$ cat src/rtl/nonce_dispatch.sv
// Nonce issue sequencer for the Blake2b pipeline: one nonce per cycle, drain, report.
// Optional per-job nonce striding is compiled in with NONCE_STRIDE_EN.
module nonce_dispatch #(
  parameter int PIPE_LAT = 24
) (
  input  logic        clk,
  input  logic        rst_n,
  input  logic        start,
  input  logic        abort,
  input  logic [31:0] m04_hi,
  input  logic [31:0] nonce_start,
  input  logic [31:0] nonce_end,
`ifdef NONCE_STRIDE_EN
  input  logic [7:0]  stride,
`endif
  input  logic        found,
  output logic        valid,
  output logic [63:0] m04,
  output logic        busy,
  output logic        done,
  output logic        hit,
  output logic [31:0] hash_cnt
);

  localparam int DW = (PIPE_LAT < 2) ? 1 : $clog2(PIPE_LAT + 1);

  typedef enum logic [1:0] {S_IDLE, S_RUN, S_DRAIN, S_DONE} state_t;

  state_t        state_q, state_d;
  logic [31:0]   nonce_q, nonce_d;
  logic [31:0]   rem_q, rem_d;
  logic [31:0]   hi_q, hi_d;
  logic [DW-1:0] drain_q, drain_d;
  logic          valid_q, valid_d;
  logic [63:0]   m04_q, m04_d;
  logic          busy_q, busy_d;
  logic          done_q, done_d;
  logic          hit_q, hit_d;
  logic [31:0]   cnt_q, cnt_d;
  logic [31:0]   step;

`ifdef NONCE_STRIDE_EN
  logic [7:0] stride_q, stride_d;
  // A latched stride of 0 would never advance, so it degrades to 1.
  assign step = (stride_q == 8'd0) ? 32'd1 : {24'd0, stride_q};
`else
  assign step = 32'd1;
`endif

  always_comb begin
    state_d = state_q;
    nonce_d = nonce_q;
    rem_d   = rem_q;
    hi_d    = hi_q;
    drain_d = drain_q;
    valid_d = 1'b0;
    m04_d   = m04_q;
    busy_d  = busy_q;
    done_d  = done_q;
    hit_d   = hit_q;
    cnt_d   = cnt_q;
`ifdef NONCE_STRIDE_EN
    stride_d = stride_q;
`endif
    case (state_q)
      S_IDLE, S_DONE: begin
        if (start) begin
          hi_d    = m04_hi;
          nonce_d = nonce_start;
          rem_d   = nonce_end - nonce_start;
          cnt_d   = 32'd0;
          hit_d   = 1'b0;
          done_d  = 1'b0;
          busy_d  = 1'b1;
          state_d = S_RUN;
`ifdef NONCE_STRIDE_EN
          stride_d = stride;
`endif
        end
      end
      S_RUN: begin
        if (found) begin
          state_d = S_DONE;
          busy_d  = 1'b0;
          done_d  = 1'b1;
          hit_d   = 1'b1;
        end else begin
          valid_d = 1'b1;
          m04_d   = {hi_q, nonce_q[7:0], nonce_q[15:8], nonce_q[23:16], nonce_q[31:24]};
          cnt_d   = cnt_q + 32'd1;
          // remaining counts nonces left after this one, so full range needs no 33rd bit
          if (rem_q < step) begin
            state_d = S_DRAIN;
            drain_d = DW'(PIPE_LAT);
          end else begin
            nonce_d = nonce_q + step;
            rem_d   = rem_q - step;
          end
        end
      end
      S_DRAIN: begin
        if (found || drain_q == '0) begin
          state_d = S_DONE;
          busy_d  = 1'b0;
          done_d  = 1'b1;
          hit_d   = found;
        end else begin
          drain_d = drain_q - 1'b1;
        end
      end
      default: state_d = S_IDLE;
    endcase
    if (abort) begin
      state_d = S_IDLE;
      valid_d = 1'b0;
      busy_d  = 1'b0;
      done_d  = 1'b0;
      hit_d   = 1'b0;
    end
  end

  always_ff @(posedge clk) begin
    if (!rst_n) begin
      state_q <= S_IDLE;
      nonce_q <= '0;
      rem_q   <= '0;
      hi_q    <= '0;
      drain_q <= '0;
      valid_q <= 1'b0;
      m04_q   <= '0;
      busy_q  <= 1'b0;
      done_q  <= 1'b0;
      hit_q   <= 1'b0;
      cnt_q   <= '0;
`ifdef NONCE_STRIDE_EN
      stride_q <= '0;
`endif
    end else begin
      state_q <= state_d;
      nonce_q <= nonce_d;
      rem_q   <= rem_d;
      hi_q    <= hi_d;
      drain_q <= drain_d;
      valid_q <= valid_d;
      m04_q   <= m04_d;
      busy_q  <= busy_d;
      done_q  <= done_d;
      hit_q   <= hit_d;
      cnt_q   <= cnt_d;
`ifdef NONCE_STRIDE_EN
      stride_q <= stride_d;
`endif
    end
  end

  assign valid    = valid_q;
  assign m04      = m04_q;
  assign busy     = busy_q;
  assign done     = done_q;
  assign hit      = hit_q;
  assign hash_cnt = cnt_q;

endmodule

$ cat config.mk
export PLATFORM = sky130hd
export DESIGN_NAME = nonce_dispatch
export DESIGN_NICKNAME = d
export VERILOG_FILES = /design/src/rtl/nonce_dispatch.sv
export SDC_FILE = /design/constraint.sdc
export NUM_CORES = 1
export LEC_CHECK = 0
export CORE_UTILIZATION = 53
export DETAILED_ROUTE_END_ITERATION = 16
export MAX_ROUTING_LAYER = met4
export PLACE_DENSITY = 0.84
export SETUP_SLACK_MARGIN = 0.1
export SYNTH_ARGS = -nofsm -noshare
export SYNTH_HDL_FRONTEND = slang
export SYNTH_SLANG_ARGS = --single-unit
$ cat constraint.sdc
create_clock -name clk -period 3.56 [get_ports clk]
set_input_delay 0.712 -clock clk [delete_from_list [all_inputs] [get_ports clk]]
set_output_delay 0.712 -clock clk [all_outputs]
set_load 0.1 [all_outputs]
==> metrics.cfg, run 1 <==
[sta]
rsz0062_at_grt = no
fmax_mhz = 312.7
finalWorstSetupSlack_ps = 361.7
layout_min_cycle_time_ps = 3198
worstMarginPinSlew_ps = 1028
fin_skew_ps = 14.75
final-setup-viol-count = 0
fin_worst_hold_slack_ps = 443.7
hold_violations = 0
finalSetupTns_ps = 0
drv_slew = 0
max_slew_margin_pct = 31.25
timing.final.crit_share_pct = 89.84

[detailed_routing]
viasPerCell = 5.813
drt-initial-drc-count = 812
vias = 11172
first_pass_iters = 6
wl_mm = 30.37
drc_errors = 0
wl_per_cell_microns = 15.80
postRouteAntennaNets = 0

[cts]
cts_sinks = 203
clock_latency_ps = 510
cts.hold.buffers_added = 0
cts_tree = done
cts_buffers = 22
clock_path_buffers = 3
root_buffer = clkbuf_16
clk_pin_slew_ps = 60
htree_levels = 1

[pwr]
ir_drop_v = 0.0003440
power_leakage_nw = 5.143
total_power_mw = 6.183
powerDensity_nw_per_um2 = 447.2

[placed_design]
place_area_sq_um = 13090
port_buffers = 200
dp_hpwl_mm = 21.43
gp_congestion = 0.9538
dp.cells = 1881
dp_slack_ps = -265.0

[global_routing]
grt_max_degree = 119
grt-busiest-layer = met2
met3_usage_pct = 4.172
grt_use_met2_pct = 48.53
grt_use_total_pct = 29.44
antenna_found_initial = 1
gr-total-overflow = 0
grt_util_met1_pct = 35.18
grt_pass1_wl_mm = 48.16
grt_pass1_vias = 10047

[finish]
drive_gt1_share_pct = 5.495
post-route-util_pct = 70.35
mostFrequentLayoutCell = nand2_1
layout_common_cells = 315 x nand2_1, 203 x dfxtp_1, 200 x clkdlybuf4s50_1, 194 x a21oi_1, 124 x nor2_1
instances_no_fill = 1922
finalInstanceArea_sq_um = 13830
fin_nets = 1780
area_delta_synth_final_pct = 28.47

[worst_setup_path]
critical_path_class = register to register
critical_path_buf_inv_count = 1
crit_required_ps = 3920
path_max_fanout = 75
crit_arrival_ps = 3550
critical_path.slowest_cell = or4_1
slowest_delay_ps = 700
crit_chain = or4_1 > or3_1 > or4_1 > a21o_2 > buf_4 > o21a_1 > o21ai_0 > a21oi_1
cp_common_cell = or4_1
crit_path_end_kind = register
cp_top_family = simple AND/OR/NAND/NOR gates
start_kind = register

[min_path]
min_path_type = register to register

[die]
start_util_pct = 54.76
die_y_microns = 144.5
die_area_sq_um = 20880
rows = 51
ios = 201
core_sq_um = 19650
die_w_microns = 144.5

[run_status]
outcome = finished clean

[yosys]
async_flop_share_pct = 0
synth-seq-cells = 203
yosysUniqueCellTypes = 67
ys_seq_area_share_pct = 37.76
syn_nets = 1605
ys.flop_type = dfxtp_1
synth_area_sq_um = 10760
syn_inst = 1465
synth_warnings = 0
avgSynthCellArea_sq_um = 7.346
synth-edff-count = 0

[job]
drv_cap = 0

## sequential cells by signal, summed over array words and instances, names as in the netlist
signal	count
m04	64
hi_q	32
nonce_q	32
valid	1
state_q	2
done	1
busy	1
hash_cnt	32
drain_q	5
hit	1
rem_q	32
## synthesized netlist by cell type (13+ instances only)
| master | number | area share (%) |
|---|---|---|
| nand2_1 | 315 | 11 |
| dfxtp_1 | 203 | 38 |
| a21oi_1 | 194 | 9.0 |
| nor2_1 | 125 | 4.4 |
| clkbuf_1 | 76 | 2.7 |
| o21ai_0 | 73 | 3.4 |
| inv_1 | 52 | 1.8 |
| nand3_1 | 43 | 2.0 |
| ha_1 | 38 | 4.4 |
| nor3_1 | 35 | 1.6 |
| xor2_1 | 31 | 2.5 |
| a211oi_1 | 21 | 1.5 |
| xnor2_1 | 21 | 1.7 |
| a21o_1 | 19 | 1.3 |
| and3_1 | 19 | 1.1 |
| a31oi_1 | 15 | 0.87 |
| nand4_1 | 13 | 0.76 |
## worst reg2reg max path, stage by stage (launching register included)
cell	delay (ps)
dfxtp_1	370
or4_1	560
or3_1	370
or4_1	700
a21o_2	270
buf_4	340
o21a_1	240
o21ai_0	140
a21oi_1	60
## layer usage
layer	vias up	routed length [microns]
met5	-	0
met3	85	1818
met4	0	1551
li1	5478	-
met2	384	14340
met1	5225	12650
## cells by family (layout without fill, tap and decap cells)
kind of cell	count (synthesis)	after routing	share of synthesized area [%]
mux	4	4	0.3721
xor+xnor	52	52	4.232
fa+ha+maj	39	39	4.604
flops	203	203	37.76
simple gates	611	611	24.72
other cells	0	1	0
buf+inv	137	328	4.813
compound gates	419	419	23.50
## final cells by class
class                           instances  area [sq um]
Clock inverter                         10         116.4
Antenna cell                            1         2.502
Multi-Input combinational cell       1125          6210
Clock buffer                           30         610.6
Sequential cell                       203          4064
Fill cell                            1684          5828
Inverter                               53         201.4
Timing Repair Buffer                  235          2290
Tap cell                              265         331.6
## worst paths after layout
path                                 from         to  slack [ps]  cells after the start
worst max-delay path            rem_q[26]  rem_q[14]         360                      8
worst min-delay path             hi_q[12]    m04[44]         440                      2
worst max register to register  rem_q[26]  rem_q[14]         360                      8
worst min register to register   hi_q[12]    m04[44]         440                      2
## power breakdown
group | switching (mW) | internal, mW | total [mW]
Combinational | 0.807 | 0.536 | 1.34
Sequential | 0.148 | 2.42 | 2.56
Clock | 0.922 | 1.35 | 2.28
## timing repair
action,in CTS,in global routing
buffers inserted,0,0
endpoints found under the setup margin,0,1
resized for setup,0,1
Power figures use the tool's default switching activity.
==> run 2, diff against run 1 <==
--- a/config.mk
+++ b/config.mk
@@ -5,11 +5,13 @@
 export SDC_FILE = /design/constraint.sdc
 export NUM_CORES = 1
 export LEC_CHECK = 0
+export CAP_MARGIN = 20
 export CORE_UTILIZATION = 53
 export DETAILED_ROUTE_END_ITERATION = 16
 export MAX_ROUTING_LAYER = met4
-export PLACE_DENSITY = 0.84
+export PLACE_DENSITY = 0.9
 export SETUP_SLACK_MARGIN = 0.1
+export SLEW_MARGIN = 0
 export SYNTH_ARGS = -nofsm -noshare
 export SYNTH_HDL_FRONTEND = slang
 export SYNTH_SLANG_ARGS = --single-unit
==> run 2 against run 1 <==
Against the previous run:
- fmax decreased by 0.23%
- design area fell by 0.34%
- sequential power about the same
- core utilization shrank 0.24 points
- global-route usage up 0.82 points
- clock power shrank 5%
- critical endpoint is now rem_q[24]
- largest cell class unchanged
==> metrics.cfg, run 2 (synthesis results as in run 1) <==
[sta]
max_slew_margin_pct = 30.40  ; -0.86 points
rsz0062_at_grt = no
fin_skew_ps = 22.45  ; +7.695 ps
timing.final.crit_share_pct = 90.04  ; +0.20 points
hold_violations = 0  ; unchanged
drv_slew = 0  ; unchanged
worstMarginPinSlew_ps = 1041  ; +12.78 ps
final-setup-viol-count = 0  ; unchanged
fmax_mhz = 312.0  ; -0.23%
layout_min_cycle_time_ps = 3206  ; +7.220 ps

[detailed_routing]
first_pass_iters = 6  ; unchanged
wl_per_cell_microns = 16.35  ; +3.5%
viasPerCell = 5.909  ; +1.7%
drt-initial-drc-count = 816  ; +0.49%
drc_errors = 0  ; unchanged
postRouteAntennaNets = 0  ; unchanged
vias = 11358  ; +1.7%
wl_mm = 31.43  ; +3.5%

[pwr]
ir_drop_v = 0.0002891  ; -16%
powerDensity_nw_per_um2 = 441.1  ; -1.4%
power_leakage_nw = 5.121  ; -0.43%

[finish]
post-route-util_pct = 70.10  ; -0.24 points
fin_nets = 1780  ; unchanged
area_delta_synth_final_pct = 28.03
finalInstanceArea_sq_um = 13780  ; -0.34%
drive_gt1_share_pct = 5.502  ; +0.0066 points
seq_area_sq_um = 4064  ; unchanged
nFillCells = 1593  ; -5.4%
multi_input_area_sq_um = 6210  ; unchanged
layout_common_cells = 315 x nand2_1, 203 x dfxtp_1, 200 x clkdlybuf4s50_1, 194 x a21oi_1, 124 x nor2_1
largest_register_ffs = 64  ; unchanged
mostFrequentLayoutCell = nand2_1

[worst_setup_path]
start_kind = input port
critical_path.slowest_cell = clkdlybuf4s50_1
crit_path_end_kind = register
slowest_delay_ps = 510  ; -190 ps
critical_path_class = input port to register
path_max_fanout = 4  ; -95%
critical_path_buf_inv_count = 1  ; unchanged
crit_chain = clkdlybuf4s50_1 > ha_1 > fa_1 > nor2b_1 > o2111ai_1 > nor4bb_2 > o21bai_1 > a31o_2 > a41oi_1 > xor2_1 > a2111oi_0
cp_top_family = compound AO/OA/AOI/OAI gates
crit_arrival_ps = 3570  ; +20 ps
crit_required_ps = 3920  ; about the same

[global_routing]
antenna_found_initial = 1  ; unchanged
grt_max_degree = 109  ; -8.4%
grt_pass1_wl_mm = 49.62  ; +3.0%
gr-total-overflow = 0  ; unchanged
grt_pass1_vias = 10450  ; +4.0%
grt_use_total_pct = 30.26  ; +0.82 points

[cts]
clk_pin_slew_ps = 60  ; about the same
root_buffer = clkbuf_16
cts_resized = 0  ; unchanged
cts_buffers = 21  ; -4.5%
clock_path_buffers = 3  ; unchanged
htree_levels = 1  ; unchanged
cts_tree = done
clock_latency_ps = 500  ; about the same
post_cts_buffers = 0  ; unchanged
cts_sinks = 203  ; unchanged
cts.hold.buffers_added = 0  ; unchanged

[min_path]
min_path_type = register to register

[placed_design]
port_buffers = 200  ; unchanged
place_area_sq_um = 13090  ; about the same
gp_congestion = 0.9855  ; +3.3%
dp_hpwl_mm = 22.30  ; +4.1%

[die]
die_area_sq_um = 20880  ; unchanged
die_y_microns = 144.5  ; unchanged
die_w_microns = 144.5  ; unchanged
rows = 51  ; unchanged
ios = 201  ; unchanged
start_util_pct = 54.76  ; unchanged
core_sq_um = 19650  ; unchanged

[run_status]
outcome = finished clean

[job]
drv_cap = 0  ; unchanged

run 2: cell types whose count changed in the layout (fill, tap and decap cells not counted):
cell       previous run  this run
diode_2               1         3
bufinv_16             2         1
clkinv_2              5         4
inv_6                 0         1
clkinv_8              1         0
buf_12                2         1
buf_4                33        35
clkbuf_8              3         5
clkbuf_1              5         3
clkbuf_16            22        21
run 2: area by class of cell:
| type | count | area share (%) |
|---|---|---|
| antenna | 3 | 0.05449 |
| clock buffer | 29 | 4.395 |
| clock inverter | 8 | 0.5358 |
| inverter | 53 | 1.462 |
| multi-input combinational | 1125 | 45.07 |
| sequential | 203 | 29.50 |
| tap | 265 | 2.406 |
| timing repair buffer | 236 | 16.58 |
run 2: worst paths after layout:
check	cells after the start	endpoint	slack (ps)	start
max	11	rem_q[24]	350	nonce_start[0]
min	2	m04[39]	440	hi_q[7]
max reg2reg	7	rem_q[17]	370	rem_q[26]
min reg2reg	2	m04[39]	440	hi_q[7]
run 2: worst min-delay path, delay by kind of cell, from the launching register on:
family / cells / cell delay (ps)
compound gates: 1 / 50
flops: 1 / 310
simple gates: 1 / 50
run 2: per-stage QoR:
| step | power, mW | cells | setup TNS, ps | hold slack [ps] | setup WS [ps] |
|---|---|---|---|---|---|
| 2_1_floorplan | 3.486 | 1465 | 0 | 432.2 | 493.0 |
| 3_3_place_gp | 3.881 | 1882 | -152.1 | 435.9 | -108.7 |
| 3_5_place_dp | 3.925 | 1882 | -430.6 | 444.4 | -260.9 |
| 4_1_cts | 6.077 | 1919 | 0 | 451.2 | 246.6 |
| 5_1_grt | 6.350 | 1922 | 0 | 459.7 | 174.8 |
| 6_report | 6.078 | 1922 | 0 | 443.3 | 354.5 |
run 2: per-layer routing:
layer,GRT usage [%],share of wire [%],routed length (microns)
met1,34.54,39,12280
met2,51.44,48,15160
met3,4.603,7.8,2439
met4,15.29,4.9,1546
met5,-,0,0
run 2: power by group:
group / switching [mW] / leakage, nW / internal, mW
logic: 0.816 / 3.13 / 0.538
registers: 0.149 / 1.66 / 2.42
clock network: 0.896 / 0.333 / 1.26
==> run 3, diff against run 2 <==
--- a/config.mk
+++ b/config.mk
@@ -7,11 +7,12 @@
 export LEC_CHECK = 0
 export CAP_MARGIN = 20
 export CORE_UTILIZATION = 53
+export CTS_CLUSTER_SIZE = 8
 export DETAILED_ROUTE_END_ITERATION = 16
 export MAX_ROUTING_LAYER = met4
 export PLACE_DENSITY = 0.9
 export SETUP_SLACK_MARGIN = 0.1
-export SLEW_MARGIN = 0
+export SLEW_MARGIN = 20
 export SYNTH_ARGS = -nofsm -noshare
 export SYNTH_HDL_FRONTEND = slang
 export SYNTH_SLANG_ARGS = --single-unit
==> run 3 against run 2 <==
Against the previous run:
- sequential cell count unchanged
- first-iteration DRC count increased by 5.3%
- clock-buffer cell count unchanged
- setup slack got worse by 14 ps
- critical path depth decreased by 4
- combinational power about the same
- sequential power about the same
- global-route usage increased by 0.088 points
- die area unchanged
- critical path type is now register to register
- critical endpoint is now rem_q[17]
- largest power group unchanged
- highest routed layer unchanged
==> metrics.cfg, run 3 (synthesis results as in run 1) <==
[sta]
timing.final.crit_share_pct = 90.44  ; +0.40 points
drv_slew = 0  ; unchanged
layout_min_cycle_time_ps = 3220  ; +14.20 ps
final-setup-viol-count = 0  ; unchanged
max_slew_margin_pct = 30.44  ; +0.040 points
fin_skew_ps = 12.72  ; -9.727 ps
fmax_mhz = 310.6  ; -0.44%
rsz0062_at_grt = no
worstMarginPinSlew_ps = 1040  ; -0.6063 ps
hold_violations = 0  ; unchanged

[detailed_routing]
drc_errors = 0  ; unchanged
viasPerCell = 5.981  ; +1.2%
first_pass_iters = 5  ; -1
postRouteAntennaNets = 0  ; unchanged
wl_per_cell_microns = 16.63  ; +1.7%
drt-initial-drc-count = 859  ; +5.3%
wl_mm = 31.83  ; +1.3%
vias = 11447  ; +0.78%

[cts]
post_cts_buffers = 0  ; unchanged
root_buffer = clkbuf_16
clk_pin_slew_ps = 50  ; about the same
cts_tree = done
clock_path_buffers = 3  ; unchanged
cts.hold.buffers_added = 0  ; unchanged
cts_buffers = 29  ; +38%
clock_latency_ps = 530  ; +30 ps
htree_levels = 1  ; unchanged
cts_sinks = 203  ; unchanged

[worst_setup_path]
rrSetupSlack_ps = 340  ; -30 ps
crit_required_ps = 3950  ; +30 ps
critical_path_class = register to register
crit_arrival_ps = 3610  ; +40 ps
crit_path_end_kind = register
r2r_start = rem_q[26]
start_kind = register
path_max_fanout = 75  ; +71
r2r_cells = 7  ; unchanged
r2r_end = rem_q[17]

[die]
die_y_microns = 144.5  ; unchanged
ios = 201  ; unchanged
die_w_microns = 144.5  ; unchanged
die_area_sq_um = 20880  ; unchanged
start_util_pct = 54.76  ; unchanged
core_sq_um = 19650  ; unchanged
rows = 51  ; unchanged

[run_status]
outcome = finished clean

[finish]
fin_nets = 1788  ; +0.45%
post-route-util_pct = 70.40  ; +0.29 points
largest_register_ffs = 64  ; unchanged
drive_gt1_share_pct = 5.340  ; -0.16 points
area_delta_synth_final_pct = 28.57
layout_common_cells = 315 x nand2_1, 203 x dfxtp_1, 200 x clkdlybuf4s50_1, 194 x a21oi_1, 124 x nor2_1
mostFrequentLayoutCell = nand2_1

[job]
drv_cap = 0  ; unchanged

[global_routing]
antenna_found_initial = 1  ; unchanged
grt_pass1_wl_mm = 49.62  ; about the same
grt_use_total_pct = 30.35  ; +0.088 points
grt_pass1_vias = 10490  ; +0.38%
grt_max_degree = 109  ; unchanged
gr-total-overflow = 0  ; unchanged

[min_path]
min_from = hi_q[12]
min_path_type = register to register
min_path_cells = 2  ; unchanged
min_to = m04[44]

[placed_design]
port_buffers = 200  ; unchanged
gp_congestion = 0.9855  ; unchanged
dp_hpwl_mm = 22.30  ; unchanged

[pwr]
powerDensity_nw_per_um2 = 453.3  ; +2.7%
total_power_mw = 6.271  ; +3.2%
power_leakage_nw = 5.150  ; +0.57%
ir_drop_v = 0.0003543  ; +23%

-- run 3: power breakdown --
group / switching, mW / total, mW / internal (mW)
logic: 0.816 / 1.35 / 0.537
registers: 0.153 / 2.57 / 2.42
clock network: 0.926 / 2.34 / 1.42
total: 1.89 / 6.27 / 4.38
-- run 3: layout make-up --
type | instances | area (sq um)
antenna | 1 | 2.502
clock buffer | 29 | 725.7
clock inverter | 2 | 16.27
fill | 1597 | 5818
inverter | 53 | 201.4
multi-input combinational | 1125 | 6210
sequential | 203 | 4064
tap | 265 | 331.6
timing repair buffer | 236 | 2285
-- run 3: critical path: stages (launching register included) --
cell and delay [ps]:
dfxtp_1 370, or4_1 560, or3_1 360, or4_1 710
a21o_2 280, buf_4 360, a221oi_1 360, nor2_1 60
-- run 3: worst max path at each step --
stage / startpoint / endpoint / slack (ps) / cells after the start
floorplan: state_q[0] / hash_cnt[31] / 490 / 13
detailed placement: nonce_start[0] / rem_q[24] / -260 / 11
global route: nonce_start[0] / rem_q[24] / 210 / 11
CTS: nonce_start[0] / rem_q[24] / 280 / 11
finish: rem_q[26] / rem_q[17] / 340 / 7
global placement: nonce_start[7] / rem_q[24] / -110 / 11
-- run 3: layer usage --
metal	GRT usage, %	part of all wire, %	vias up
li1	-	-	5467
met1	34.07	38	5341
met2	52.58	49	533
met3	5.000	8.0	106
met4	14.07	4.5	0
met5	-	0	-
-- run 3: per-stage QoR --
step	area [sq um]	setup TNS (ps)	hold WS (ps)	instances	setup WS, ps
floorplan	10760	0	432.2	1465	493.0
global placement	13090	-152.1	435.9	1882	-108.7
detailed placement	13090	-430.6	444.4	1882	-260.9
CTS	13830	0	449.5	1913	275.1
global route	13840	0	464.4	1914	209.6
finish	13840	0	449.3	1914	340.3
-- run 3: timing repair --
action	CTS	global route
endpoints found under the setup margin	0	1
resized for setup	0	1
endpoints found under the hold margin	0	0
